File: src/rtl/ycbcr422_to_rgb565_pkg.sv
// ycbcr_pkg: constants, types and helpers for the YCbCr 4:2:2 -> RGB565 path.
// Coefficients are full-range BT.601 scaled by 256.
package ycbcr_pkg;

    localparam int K_RCR      = 359;
    localparam int K_GCB      = 88;
    localparam int K_GCR      = 183;
    localparam int K_BCB      = 454;
    localparam int CHROMA_OFS = 128;
    localparam int PIPE_LAT   = 4;

    typedef logic signed [18:0] sum_t;

    typedef enum logic {
        C0 = 1'b0,
        C1 = 1'b1
    } phase_e;

    typedef struct packed {
        logic [7:0] y;
        logic [7:0] cb;
        logic [7:0] cr;
        logic       de;
        logic       hs;
        logic       vs;
    } pix_t;

    // Scale back by 256 and saturate to 0..255.
    function automatic logic [7:0] clamp8(input sum_t s);
        sum_t t;
        t = s >>> 8;
        if (t[18]) return 8'h00;
        if (|t[17:8]) return 8'hFF;
        return t[7:0];
    endfunction

endpackage

File: src/rtl/ycbcr422_to_rgb565_if.sv
// Video stream bundle: de/hsync/vsync plus a 16-bit pixel word.
// The master drives the stream, the slave samples it.
interface ycbcr422_to_rgb565_if;

    logic        de;
    logic        hsync;
    logic        vsync;
    logic [15:0] data;

    modport master (output de, output hsync, output vsync, output data);
    modport slave  (input de, input hsync, input vsync, input data);

endinterface

File: src/rtl/ycbcr422_to_rgb565_unpack.sv
// ycbcr422_unpack: chroma phase tracking and Cb/Cr re-pairing (stage 1).
// A C0 pixel borrows the C1 chroma from the live input; the C1 pixel reuses the latched pair.
module ycbcr422_unpack
    import ycbcr_pkg::*;
#(
    parameter int CB_FIRST  = 1,
    parameter int NEUTRAL_C = 128
) (
    input  logic        clk,
    input  logic        rst_n,
    input  logic        de_i,
    input  logic        hsync_i,
    input  logic        vsync_i,
    input  logic [15:0] data_i,
    output pix_t        pix_o
);

    phase_e     phase_q;
    phase_e     phase_d;
    phase_e     pix_ph_q;
    logic [7:0] y_q;
    logic [7:0] c_q;
    logic       de_q;
    logic       hs_q;
    logic       vs_q;
    logic [7:0] pc0_q;
    logic [7:0] pc1_q;
    logic       in_c1;
    logic       pair;
    logic [7:0] c0;
    logic [7:0] c1;

    assign in_c1 = de_i && (phase_q == C1);
    assign pair  = de_q && (pix_ph_q == C0) && in_c1;

    // Phase alternates on every valid pixel; any de gap restarts at C0.
    always_comb begin
        phase_d = C0;
        if (de_i) phase_d = (phase_q == C0) ? C1 : C0;
    end

    // Phase FSM state register.
    always_ff @(posedge clk or negedge rst_n) begin
        if (!rst_n) phase_q <= C0;
        else        phase_q <= phase_d;
    end

    // Stage-1 input register, tagged with the chroma phase of the pixel.
    always_ff @(posedge clk or negedge rst_n) begin
        if (!rst_n) begin
            y_q      <= '0;
            c_q      <= '0;
            de_q     <= 1'b0;
            hs_q     <= 1'b0;
            vs_q     <= 1'b0;
            pix_ph_q <= C0;
        end else begin
            y_q      <= data_i[15:8];
            c_q      <= data_i[7:0];
            de_q     <= de_i;
            hs_q     <= hsync_i;
            vs_q     <= vsync_i;
            pix_ph_q <= phase_q;
        end
    end

    // Hold the completed chroma pair for the following C1 pixel.
    always_ff @(posedge clk or negedge rst_n) begin
        if (!rst_n) begin
            pc0_q <= '0;
            pc1_q <= '0;
        end else if (pair) begin
            pc0_q <= c_q;
            pc1_q <= data_i[7:0];
        end
    end

    // Select the chroma pair for the registered pixel and map C0/C1 to Cb/Cr.
    always_comb begin
        c0 = pc0_q;
        c1 = pc1_q;
        if (de_q && (pix_ph_q == C0)) begin
            c0 = c_q;
            c1 = in_c1 ? data_i[7:0] : 8'(NEUTRAL_C);
        end
        pix_o.y  = y_q;
        pix_o.cb = (CB_FIRST != 0) ? c0 : c1;
        pix_o.cr = (CB_FIRST != 0) ? c1 : c0;
        pix_o.de = de_q;
        pix_o.hs = hs_q;
        pix_o.vs = vs_q;
    end

endmodule

File: src/rtl/ycbcr422_to_rgb565.sv
// ycbcr422_to_rgb565: YCbCr 4:2:2 stream to RGB565 with a fixed 4-clock latency.
// Define YCBCR2RGB_ROUND_EN to round to nearest instead of truncating the >>>8.
module ycbcr422_to_rgb565
    import ycbcr_pkg::*;
#(
    parameter int CB_FIRST  = 1,
    parameter int NEUTRAL_C = 128
) (
    input  logic                        clk,
    input  logic                        rst_n,
    ycbcr422_to_rgb565_if.slave         ycbcr_i,
    ycbcr422_to_rgb565_if.master        rgb_o
);

    localparam sum_t KRCR = sum_t'(K_RCR);
    localparam sum_t KGCB = sum_t'(K_GCB);
    localparam sum_t KGCR = sum_t'(K_GCR);
    localparam sum_t KBCB = sum_t'(K_BCB);
    localparam int   SD   = PIPE_LAT - 1;

`ifdef YCBCR2RGB_ROUND_EN
    localparam sum_t RND = sum_t'(128);
`else
    localparam sum_t RND = sum_t'(0);
`endif

    pix_t              pix;
    logic signed [8:0] cb_s;
    logic signed [8:0] cr_s;
    sum_t              ys_d;
    sum_t              rcr_d;
    sum_t              gcb_d;
    sum_t              gcr_d;
    sum_t              bcb_d;
    sum_t              ys_q;
    sum_t              rcr_q;
    sum_t              gcb_q;
    sum_t              gcr_q;
    sum_t              bcb_q;
    logic [7:0]        r_q;
    logic [7:0]        g_q;
    logic [7:0]        b_q;
    logic [15:0]       rgb_q;
    logic [2:0]        sync_q [SD];

    ycbcr422_unpack #(
        .CB_FIRST  (CB_FIRST),
        .NEUTRAL_C (NEUTRAL_C)
    ) u_unpack (
        .clk     (clk),
        .rst_n   (rst_n),
        .de_i    (ycbcr_i.de),
        .hsync_i (ycbcr_i.hsync),
        .vsync_i (ycbcr_i.vsync),
        .data_i  (ycbcr_i.data),
        .pix_o   (pix)
    );

    assign cb_s = $signed({1'b0, pix.cb}) - 9'(CHROMA_OFS);
    assign cr_s = $signed({1'b0, pix.cr}) - 9'(CHROMA_OFS);

    // Signed products for the three colour equations.
    always_comb begin
        ys_d  = sum_t'({3'b000, pix.y, 8'h00});
        rcr_d = sum_t'(cr_s) * KRCR;
        gcb_d = sum_t'(cb_s) * KGCB;
        gcr_d = sum_t'(cr_s) * KGCR;
        bcb_d = sum_t'(cb_s) * KBCB;
    end

    // Stage 2: register products for valid pixels only.
    always_ff @(posedge clk or negedge rst_n) begin
        if (!rst_n) begin
            ys_q  <= '0;
            rcr_q <= '0;
            gcb_q <= '0;
            gcr_q <= '0;
            bcb_q <= '0;
        end else if (pix.de) begin
            ys_q  <= ys_d;
            rcr_q <= rcr_d;
            gcb_q <= gcb_d;
            gcr_q <= gcr_d;
            bcb_q <= bcb_d;
        end
    end

    // Stage 3: sum, scale down and saturate each channel.
    always_ff @(posedge clk or negedge rst_n) begin
        if (!rst_n) begin
            r_q <= '0;
            g_q <= '0;
            b_q <= '0;
        end else if (sync_q[0][2]) begin
            r_q <= clamp8(ys_q + rcr_q + RND);
            g_q <= clamp8(ys_q - gcb_q - gcr_q + RND);
            b_q <= clamp8(ys_q + bcb_q + RND);
        end
    end

    // Stage 4: pack to 565; holds the last pixel while de is low.
    always_ff @(posedge clk or negedge rst_n) begin
        if (!rst_n)            rgb_q <= '0;
        else if (sync_q[1][2]) rgb_q <= {r_q[7:3], g_q[7:2], b_q[7:3]};
    end

    // Sync delay line behind the stage-1 register, matched to the data path.
    always_ff @(posedge clk or negedge rst_n) begin
        if (!rst_n) begin
            for (int i = 0; i < SD; i++) sync_q[i] <= '0;
        end else begin
            sync_q[0] <= {pix.de, pix.hs, pix.vs};
            for (int i = 1; i < SD; i++) sync_q[i] <= sync_q[i-1];
        end
    end

    assign rgb_o.de    = sync_q[SD-1][2];
    assign rgb_o.hsync = sync_q[SD-1][1];
    assign rgb_o.vsync = sync_q[SD-1][0];
    assign rgb_o.data  = rgb_q;

endmodule

File: src/flat_wrapper.sv
// flat-port wrapper written by rule: the top's interface ports become plain ports
module ycbcr422_to_rgb565_flat import ycbcr_pkg::*;
#(
    parameter int CB_FIRST  = 1,
    parameter int NEUTRAL_C = 128
)
  (clk, rst_n, ycbcr_i_de, ycbcr_i_hsync, ycbcr_i_vsync, ycbcr_i_data, rgb_o_de, rgb_o_hsync, rgb_o_vsync, rgb_o_data);
  ycbcr422_to_rgb565_if ycbcr_i_i ();
  ycbcr422_to_rgb565_if rgb_o_i ();
  input  logic clk;
  input  logic rst_n;
  input wire logic [$bits(ycbcr_i_i.de)-1:0] ycbcr_i_de;
  input wire logic [$bits(ycbcr_i_i.hsync)-1:0] ycbcr_i_hsync;
  input wire logic [$bits(ycbcr_i_i.vsync)-1:0] ycbcr_i_vsync;
  input wire logic [$bits(ycbcr_i_i.data)-1:0] ycbcr_i_data;
  output wire logic [$bits(rgb_o_i.de)-1:0] rgb_o_de;
  output wire logic [$bits(rgb_o_i.hsync)-1:0] rgb_o_hsync;
  output wire logic [$bits(rgb_o_i.vsync)-1:0] rgb_o_vsync;
  output wire logic [$bits(rgb_o_i.data)-1:0] rgb_o_data;
  assign ycbcr_i_i.de = ycbcr_i_de;
  assign ycbcr_i_i.hsync = ycbcr_i_hsync;
  assign ycbcr_i_i.vsync = ycbcr_i_vsync;
  assign ycbcr_i_i.data = ycbcr_i_data;
  assign rgb_o_de = rgb_o_i.de;
  assign rgb_o_hsync = rgb_o_i.hsync;
  assign rgb_o_vsync = rgb_o_i.vsync;
  assign rgb_o_data = rgb_o_i.data;
  ycbcr422_to_rgb565 #(.CB_FIRST(CB_FIRST), .NEUTRAL_C(NEUTRAL_C)) u_core (.clk(clk), .rst_n(rst_n), .ycbcr_i(ycbcr_i_i), .rgb_o(rgb_o_i));
endmodule
File: config.mk
export PLATFORM = sky130hd
export DESIGN_NAME = ycbcr422_to_rgb565_flat
export DESIGN_NICKNAME = d
export VERILOG_FILES = /design/src/rtl/ycbcr422_to_rgb565_pkg.sv /design/src/rtl/ycbcr422_to_rgb565_if.sv /design/src/rtl/ycbcr422_to_rgb565_unpack.sv /design/src/rtl/ycbcr422_to_rgb565.sv /design/src/flat_wrapper.sv
export SDC_FILE = /design/constraint.sdc
export NUM_CORES = 1
export LEC_CHECK = 0
export BUFFER_PORTS_ARGS = -buffer_cell sky130_fd_sc_hd__clkbuf_2
export CAP_MARGIN = 20
export CORE_UTILIZATION = 64
export DETAILED_ROUTE_END_ITERATION = 6
export PLACE_DENSITY = 0.8
export SLEW_MARGIN = 30
export SYNTH_ARGS = -nofsm -noshare
export SYNTH_HDL_FRONTEND = slang
export SYNTH_SLANG_ARGS = --single-unit
export TNS_END_PERCENT = 1
File: constraint.sdc
create_clock -name clk -period 6.1 [get_ports clk]
set_input_delay 1.22 -clock clk [delete_from_list [all_inputs] [get_ports clk]]
set_output_delay 1.22 -clock clk [all_outputs]
set_load 0.05 [all_outputs]
; ---- Word-level counts from Yosys, hierarchy flattened
; Index checks and enable logic that the tools add are counted.
[classes]
addsub = 6
mul = 4
n_mux = 32
bitwise = 1
n_reduce_logical = 6
[op_table]
columns = op, n
row1 = two-way mux 8 bit, 15
row2 = adder 17 x 19 -> 19 bit, 2
row3 = multiplier 9 x 9 -> 18 bit (second input constant), 2
row4 = multiplier 9 x 10 -> 19 bit (second input constant), 1
row5 = subtractor 17 x 19 -> 19 bit, 1
row6 = subtractor 19 bit, 1
row7 = subtractor 8 x 8 -> 9 bit (second input constant), 2
row8 = two-way mux 1 bit, 17
row9 = multiplier 9 x 5 -> 14 bit (second input constant), 1
row10 = OR reduction 3 bit, 3
row11 = logical AND 1 bit, 3
row12 = NOT 1 bit, 1
[totals]
regBits = 166
input_bits = 21
out_inout_bits = 19
wordCells = 70

; ---- Longest topological paths before layout
; Gate-level depths: netlist of run 1.
[logic_depth]
word_depth = 8
ltp_mapped = 24
depth_no_buf = 21

; ---- By module
; A second synthesis of run 1 with hierarchy kept.
[hier_totals]
hier_cells = 1123
area_unflattened_um2 = 11599.9
[by_module_without_submodules]
columns = mod, instances, cells_each, area_per_inst_um2, seq_area_each_um2
row1 = ycbcr422_to_rgb565, 1, 1042, 10179.8, 2577.5
row2 = ycbcr422_unpack, 1, 81, 1420.1, 925.9

; ---- Least setup slack after synthesis of run 1
; No wires, ideal clock.
[synth_path]
kind = input-to-reg
startpoint = in ycbcr_i_de
endpoint = reg u_core.rcr_q[15]
setup_time_ns = 0.125
arrival_time_ns = 6.219
required_time_ns = 5.975
slack_ns = -0.244
cell_stages = 23
path_buffers = 2
cell_sequence = and4b_1 -> buf_2 -> clkbuf_1 -> nand2_1 -> and2_1 -> ha_1 -> inv_1 -> fa_1 -> inv_1 -> fa_1 -> inv_1 -> fa_1 -> inv_1 -> fa_1 -> inv_1 -> ha_1 -> and4_4 -> a221oi_2 -> a211oi_1 -> or3_4 -> a21oi_2 -> xnor2_1 -> mux2_4
[synth_between]
elab_chain_len = 5
[synth_lines]
columns = item, line_no
row1 = start: declaration, flat_wrapper.sv:12  ; input wire logic [$bits(ycbcr_i_i.de)-1:0] ycbcr_i_de;
row2 = logical AND 1 bit, ycbcr422_to_rgb565_unpack.sv:33  ; assign in_c1 = de_i && (phase_q == C1);
row3 = two-way mux 8 bit, ycbcr422_to_rgb565_unpack.sv:84  ; c1 = in_c1 ? data_i[7:0] : 8'(NEUTRAL_C);
row4 = two-way mux 8 bit, ycbcr422_to_rgb565_unpack.sv:82  ; if (de_q && (pix_ph_q == C0)) begin
row5 = subtractor 8 x 8 -> 9 bit, ycbcr422_to_rgb565.sv:60  ; assign cr_s = $signed({1'b0, pix.cr}) - 9'(CHROMA_OFS);
row6 = multiplier 9 x 10 -> 19 bit, ycbcr422_to_rgb565.sv:65  ; rcr_d = sum_t'(cr_s) * KRCR;
row7 = end signal: assignment, ycbcr422_to_rgb565.sv:81  ; rcr_q <= rcr_d;
row8 = end: declaration, ycbcr422_to_rgb565.sv:36  ; sum_t rcr_q;
; Every way passes these cells.
; A chain may end at the register's enable or synchronous reset.

; ---- Worst setup path in the final report of run 1
[layout_path]
startpoint = in ycbcr_i_de
endpoint = reg u_core.rcr_q[18]
[layout_between]
elab_chain_len = 5
[layout_lines]
columns = item, line_no
row1 = logical AND 1 bit, ycbcr422_to_rgb565_unpack.sv:33
row2 = two-way mux 8 bit, ycbcr422_to_rgb565_unpack.sv:84
row3 = two-way mux 8 bit, ycbcr422_to_rgb565_unpack.sv:82
row4 = subtractor 8 x 8 -> 9 bit, ycbcr422_to_rgb565.sv:60
row5 = net u_core.cr_s[0], ycbcr422_to_rgb565.sv:29  ; logic signed [8:0] cr_s;
row6 = multiplier 9 x 10 -> 19 bit, ycbcr422_to_rgb565.sv:65
; The timed path passes the listed nets, and every way through them passes these cells.

==> summary.md, run 1 <==
| Metric | Value |
|---|---|
| Port Buffers | `39` |
| Final #Nets | `1,455` |
| Final Util | `73.2%` |
| Slew @ Worst Pin | `0.752 ns` |
| Critical Path Max Stage Delay | `0.55 ns` |
| Die height | `135 µm` |
| I/O pins | `40` |
| Vias in the first global route | `8,170` |
| Top_reg_cell synth | `dfrtp_1` |
| Die area | `18,300 µm²` |
| Synth Area per Inst | `10.1 µm²` |
| Routed WL per cell | `16.2 µm` |
| Non-Filler Instances | `1,434` |
| Setup CP Type | `in2reg` |
| Final clock skew | `0.0137 ns` |
| PostCTS Resize Cnt | `0` |
| Gr ovfl total | `0` |
| Die width | `135 µm` |
| Iter 0 DRT Violations | `372` |
| RSZ-0062 raised after global routing | `false` |
| Syn-to-layout area delta | `11.5%` |
| Synth top cells by count | `inv_1, ha_1, dfrtp_1, nand2_1, fa_1` |
| Startpoint types | `input port` |
| Hold_buf cts | `0` |
| Synth area leaders | `dfrtp_1, ha_1, fa_1, inv_1, mux2_2` |
| Clk_lat worst skew | `0.43 ns` |
| Seq cells post-synth | `140` |
| CP Capture Type | `register` |
| Distinct cells, synth | `73` |
| Clk root buf | `clkbuf_16` |
| Final Setup Violations | `0` |
| Crit path max fanout | `5` |
| Core footprint | `17,300 µm²` |
| Drt via density | `5.54` |
| Total track usage | `27.9%` |
| H-tree lvl count | `4` |
| First-pass GRT wire length | `39,500 µm` |
| Max clock buf depth | `2` |
| Worst Path Buf+Inv | `6` |
| F_max | `171 MHz` |
| Clock sink count | `140` |
| Synthesis Warnings | `0` |
| Cell family with most CP delay | `adder cells` |
| Placed cell count | `1,402` |
| CTS tree | `yes` |
| Cell with the most instances after synthesis | `inv_1` |
| Fin crit share | `95.6%` |
| DRT Wirelength | `23,300 µm` |
| Antenna Violating Nets Remaining | `0` |
| Top-area cell type share of the netlist area | `30.8%` |
| Syn Nets | `1,383` |
| Residual DRC | `0` |
| Clock slew at reported path FFs | `0.07 ns` |
| DP HPWL | `18,100 µm` |
| Slew margin rel. | `49.9%` |
| Post-synth ARST share | `100%` |
| Synthesized area | `11,400 µm²` |
| EDFF count, synth | `0` |
| Initial Util | `65.7%` |
| Via count | `7,939` |
| CP cell instances | `clkbuf_2 > and4b_1 > buf_4 > a22oi_2 > inv_1 > ha_1 > ha_1 > fa_1 > fa_1 > inv_1 > fa_1 > inv_1 > ha_1 > and4_4 > a221oi_4 > a211oi_2 > buf_4 > nor3_1 > o31ai_1 > xnor2_1 > a21oi_1` |
| CP max-delay cell | `fa_1` |
| Pre-antenna DRT Iters | `5` |
| Layout cells sized above 1 | `15.8%` |
| Sequential fraction of the synthesis area | `30.8%` |
| Status | `finished clean` |
| Arrival time worst endpoint | `6.12 ns` |
| Mapped Cells | `1,124` |
| Initial antenna violation count | `0` |
| Final Hold Vio Count | `0` |
| Slew Viols, Final | `0` |
| Post-synth top area cell | `dfrtp_1` |
| Largest net degree at the start of global routing | `83` |
| Diodes inserted | `0` |
| Max Cap Viol | `0` |
| Period minus WS final | `5.83 ns` |
| Gpl congestion | `0.935` |
| Row count | `48` |
| Number of buffers added for setup after CTS | `0` |
| Worst Hold Class | `reg2reg` |
| Worst EP required | `6.39 ns` |
| Inserted Clock Buffers | `17` |
-- cell families after synthesis --
logic type / after synthesis / synth area share [%]
multiplexers: 58 / 5.76
XOR/XNOR: 65 / 5.01
buffers and inverters: 207 / 7.05
adder cells (fa/ha/maj): 238 / 30.5
AO/OA/AOI/OAI: 185 / 11.2
AND/OR/NAND/NOR: 231 / 9.58
flip-flops: 140 / 30.8
-- flip-flops by register name (all words and copies together) (netlist names), 8 cells and up --
name	count
u_core.u_unpack.c_q	8
u_core.rgb_o.data	16
u_core.u_unpack.pc0_q	8
u_core.rcr_q	11
u_core.gcb_q	14
u_core.bcb_q	11
u_core.ys_q	8
u_core.gcr_q	18
u_core.u_unpack.pc1_q	8
u_core.u_unpack.y_q	8
-- final cells by class --
cell class / instances / area (µm²)
multi-input cells: 777 / 7090
fillers: 1237 / 4630
flip-flops and latches: 140 / 3500
inverters: 181 / 682
repair buffers: 79 / 502
clock buffers: 17 / 425
well taps: 225 / 282
clock inverters: 15 / 180
-- cell usage in the layout (no fill, tap or decap), types with 40 or more instances in the layout --
cell type  Yosys  final
nand2_1       98     98
buf_4          1     40
a21oi_1       41     41
inv_1        178    177
dfrtp_1      140    139
fa_1          65     65
xnor2_1       44     44
ha_1         173    173
nor2_1        59     59
mux2_2        45     45
-- path summary, 6_finish.rpt --
kind	endpoint	slack (ns)	from	cells after the start
max	u_core.rcr_q[18]	0.27	ycbcr_i_de	21
min	u_core.sync_q[6]	0.35	u_core.u_unpack.vs_q	0
max reg2reg	u_core.rcr_q[18]	0.59	u_core.u_unpack.pix_ph_q	19
min reg2reg	u_core.sync_q[6]	0.35	u_core.u_unpack.vs_q	0
max in group asynchronous	u_core.r_q[6]	4.13	rst_n	2
min in group asynchronous	u_core.bcb_q[10]	0.81	rst_n	1
-- metal layers --
layer	track usage, %	share of wire, %
met1	36.2	45
met2	48.0	49
met3	4.98	3.7
met4	7.49	1.8
met5	0	0
-- metrics by stage --
| stage | worst slack, ns | hold WS, ns | cell area [µm²] | TNS (ns) |
|---|---|---|---|---|
| after floorplan | 0.00663 | 0.331 | 11400 | 0 |
| after global placement | -0.00461 | 0.332 | 12100 | -0.00461 |
| after detailed placement | -0.138 | 0.335 | 12100 | -0.384 |
| after CTS | 0.275 | 0.350 | 12700 | 0 |
| after global routing | 0.0264 | 0.354 | 12700 | 0 |
| final | 0.268 | 0.349 | 12700 | 0 |
Power of run 1 is not shown: default switching activity piles up to over one toggle a cycle in this logic, so the estimate is an artifact.
==> run 2: changes to the inputs <==
- CORE_ASPECT_RATIO: not set -> 1.2
==> run 2 against run 1 <==
Worst hold slack worse by 0.00065 ns. Global-route usage down 0.23 points. Wire length up 0.12%. Design area up 0.16%. Register-to-register slack worse by 0.04 ns. Sequential share of layout area about the same. Largest cell class unchanged.
==> summary.md, run 2 (synthesis gave the netlist of run 1 again) <==
| Metric | Value |
|---|---|
| Die width | `124 µm` |
| H-tree lvl count | `4` |
| Final Hold Vio Count | `0` |
| Period minus WS final | `5.76 ns` |
| Gpl congestion | `0.924` |
| Fin crit share | `94.4%` |
| Clk_lat worst skew | `0.43 ns` |
| Hold Startpoint | `u_core.sync_q[4]` |
| Via count | `8,082` |
| Inserted Clock Buffers | `17` |
| Die area | `18,300 µm²` |
| Final Util | `72.7%` |
| I/O pins | `40` |
| Diodes inserted | `0` |
| Startpoint types | `input port` |
| DR top layer | `met4` |
| Iter 0 DRT Violations | `383` |
| Most frequent cells in the layout | `inv_1, ha_1, dfrtp_1, nand2_1, fa_1` |
| Total track usage | `27.7%` |
| Initial Util | `65.1%` |
| Syn-to-layout area delta | `11.7%` |
| Initial antenna violation count | `0` |
| DRT Wirelength | `23,300 µm` |
| DP HPWL | `18,300 µm` |
| Routed WL per cell | `16.3 µm` |
| Setup CP Type | `in2reg` |
| Hold path cells | `0` |
| Hold_buf cts | `0` |
| Arrival time worst endpoint | `6.04 ns` |
| Antenna Violating Nets Remaining | `0` |
| Pre-antenna DRT Iters | `7` |
| Gr ovfl total | `0` |
| PostCTS Resize Cnt | `0` |
| Port Buffers | `39` |
| Commonest non-fill, non-tap cell in the layout | `inv_1` |
| Residual DRC | `0` |
| Design area | `12,700 µm²` |
| Slew @ Worst Pin | `0.831 ns` |
| Slew Viols, Final | `0` |
| F_max | `174 MHz` |
| M1 wire length | `9950 µm` |
| Crit path launch | `ycbcr_i_de` |
| Final TNS setup | `0 ns` |
| Core footprint | `17,400 µm²` |
| Final Setup Violations | `0` |
| Slew margin rel. | `44.6%` |
| Clk root buf | `clkbuf_16` |
| CP Capture Type | `register` |
| Number of buffers added for setup after CTS | `0` |
| Final clock skew | `0.0110 ns` |
| First-pass GRT wire length | `39,000 µm` |
| Die height | `148 µm` |
| Clock sink count | `140` |
| DR WL met2 | `11,800 µm` |
| Worst Reg-to-Reg Cells | `18` |
| Worst Hold Class | `reg2reg` |
| Largest register FFs | `18` |
| Max Cap Viol | `0` |
| Largest net degree at the start of global routing | `90` |
| Biggest register | `u_core.gcr_q` |
| CTS tree | `yes` |
| Crit path max fanout | `6` |
| Area after DPL | `12,000 µm²` |
| Row count | `53` |
| Clock slew at reported path FFs | `0.06 ns` |
| Max clock buf depth | `2` |
| Drt via density | `5.66` |
| WHS | `0.348 ns` |
| RSZ-0062 raised after global routing | `false` |
| Reg2reg start | `u_core.u_unpack.pix_ph_q` |
| Final #Nets | `1,453` |
| Met3 wire len | `756 µm` |
| Vias in the first global route | `8,335` |
| Layout cells sized above 1 | `15.4%` |
| Status | `finished clean` |
| Worst EP required | `6.38 ns` |
## run 2: cell count changes in the layout (fill, tap and decap cells not counted)
cell,change
bufinv_16,+4
clkbuf_1,+3
inv_8,-4
buf_4,-2
clkinv_4,+1
clkinv_8,-3
clkinv_2,-1
## run 2: through the flow
| step | setup WS, ns | std cells |
|---|---|---|
| 2_1_floorplan | 0.00663 | 1124 |
| 3_3_place_gp | 0.00728 | 1395 |
| 3_5_place_dp | -0.119 | 1395 |
| 4_1_cts | 0.323 | 1427 |
| 5_1_grt | 0.0131 | 1427 |
| 6_report | 0.340 | 1427 |
## run 2: worst paths after layout
path / endpoint / slack [ns]
max: u_core.rcr_q[17] / 0.34
min: u_core.rgb_o.hsync / 0.35
max reg2reg: u_core.bcb_q[17] / 0.55
min reg2reg: u_core.rgb_o.hsync / 0.35
max in group asynchronous: u_core.rgb_o.data[2] / 4.06
min in group asynchronous: u_core.bcb_q[15] / 0.83
## run 2: layout make-up
| cell class | count | area, µm² |
|---|---|---|
| Sequential cell | 140 | 3500 |
| Clock buffer | 20 | 437 |
| Timing Repair Buffer | 77 | 487 |
| Clock inverter | 12 | 210 |
| Inverter | 181 | 682 |
| Fill cell | 1202 | 4760 |
| Multi-Input combinational cell | 777 | 7090 |
| Tap cell | 220 | 275 |
## run 2: worst max-delay path, stage by stage
cell and delay, ns:
clkbuf_2 0.09, and4b_1 0.35, nand2_1 0.11, and2_4 0.15
ha_1 0.27, inv_1 0.06, fa_1 0.49, inv_1 0.05
fa_1 0.47, inv_1 0.05, fa_1 0.41, inv_1 0.07
fa_1 0.40, inv_1 0.08, ha_1 0.25, buf_4 0.16
a221oi_4 0.30, a211oi_2 0.12, buf_4 0.15, nor3_1 0.38
o31ai_1 0.16, xnor2_1 0.15, a21oi_1 0.08
## run 2: metal layers
| layer | global-route usage, % | up-vias |
|---|---|---|
| li1 | - | 3924 |
| met1 | 33.8 | 3927 |
| met2 | 48.0 | 178 |
| met3 | 4.01 | 53 |
| met4 | 11.9 | 0 |
| met5 | 0 | - |
Power of run 2 is left out for the same reason.
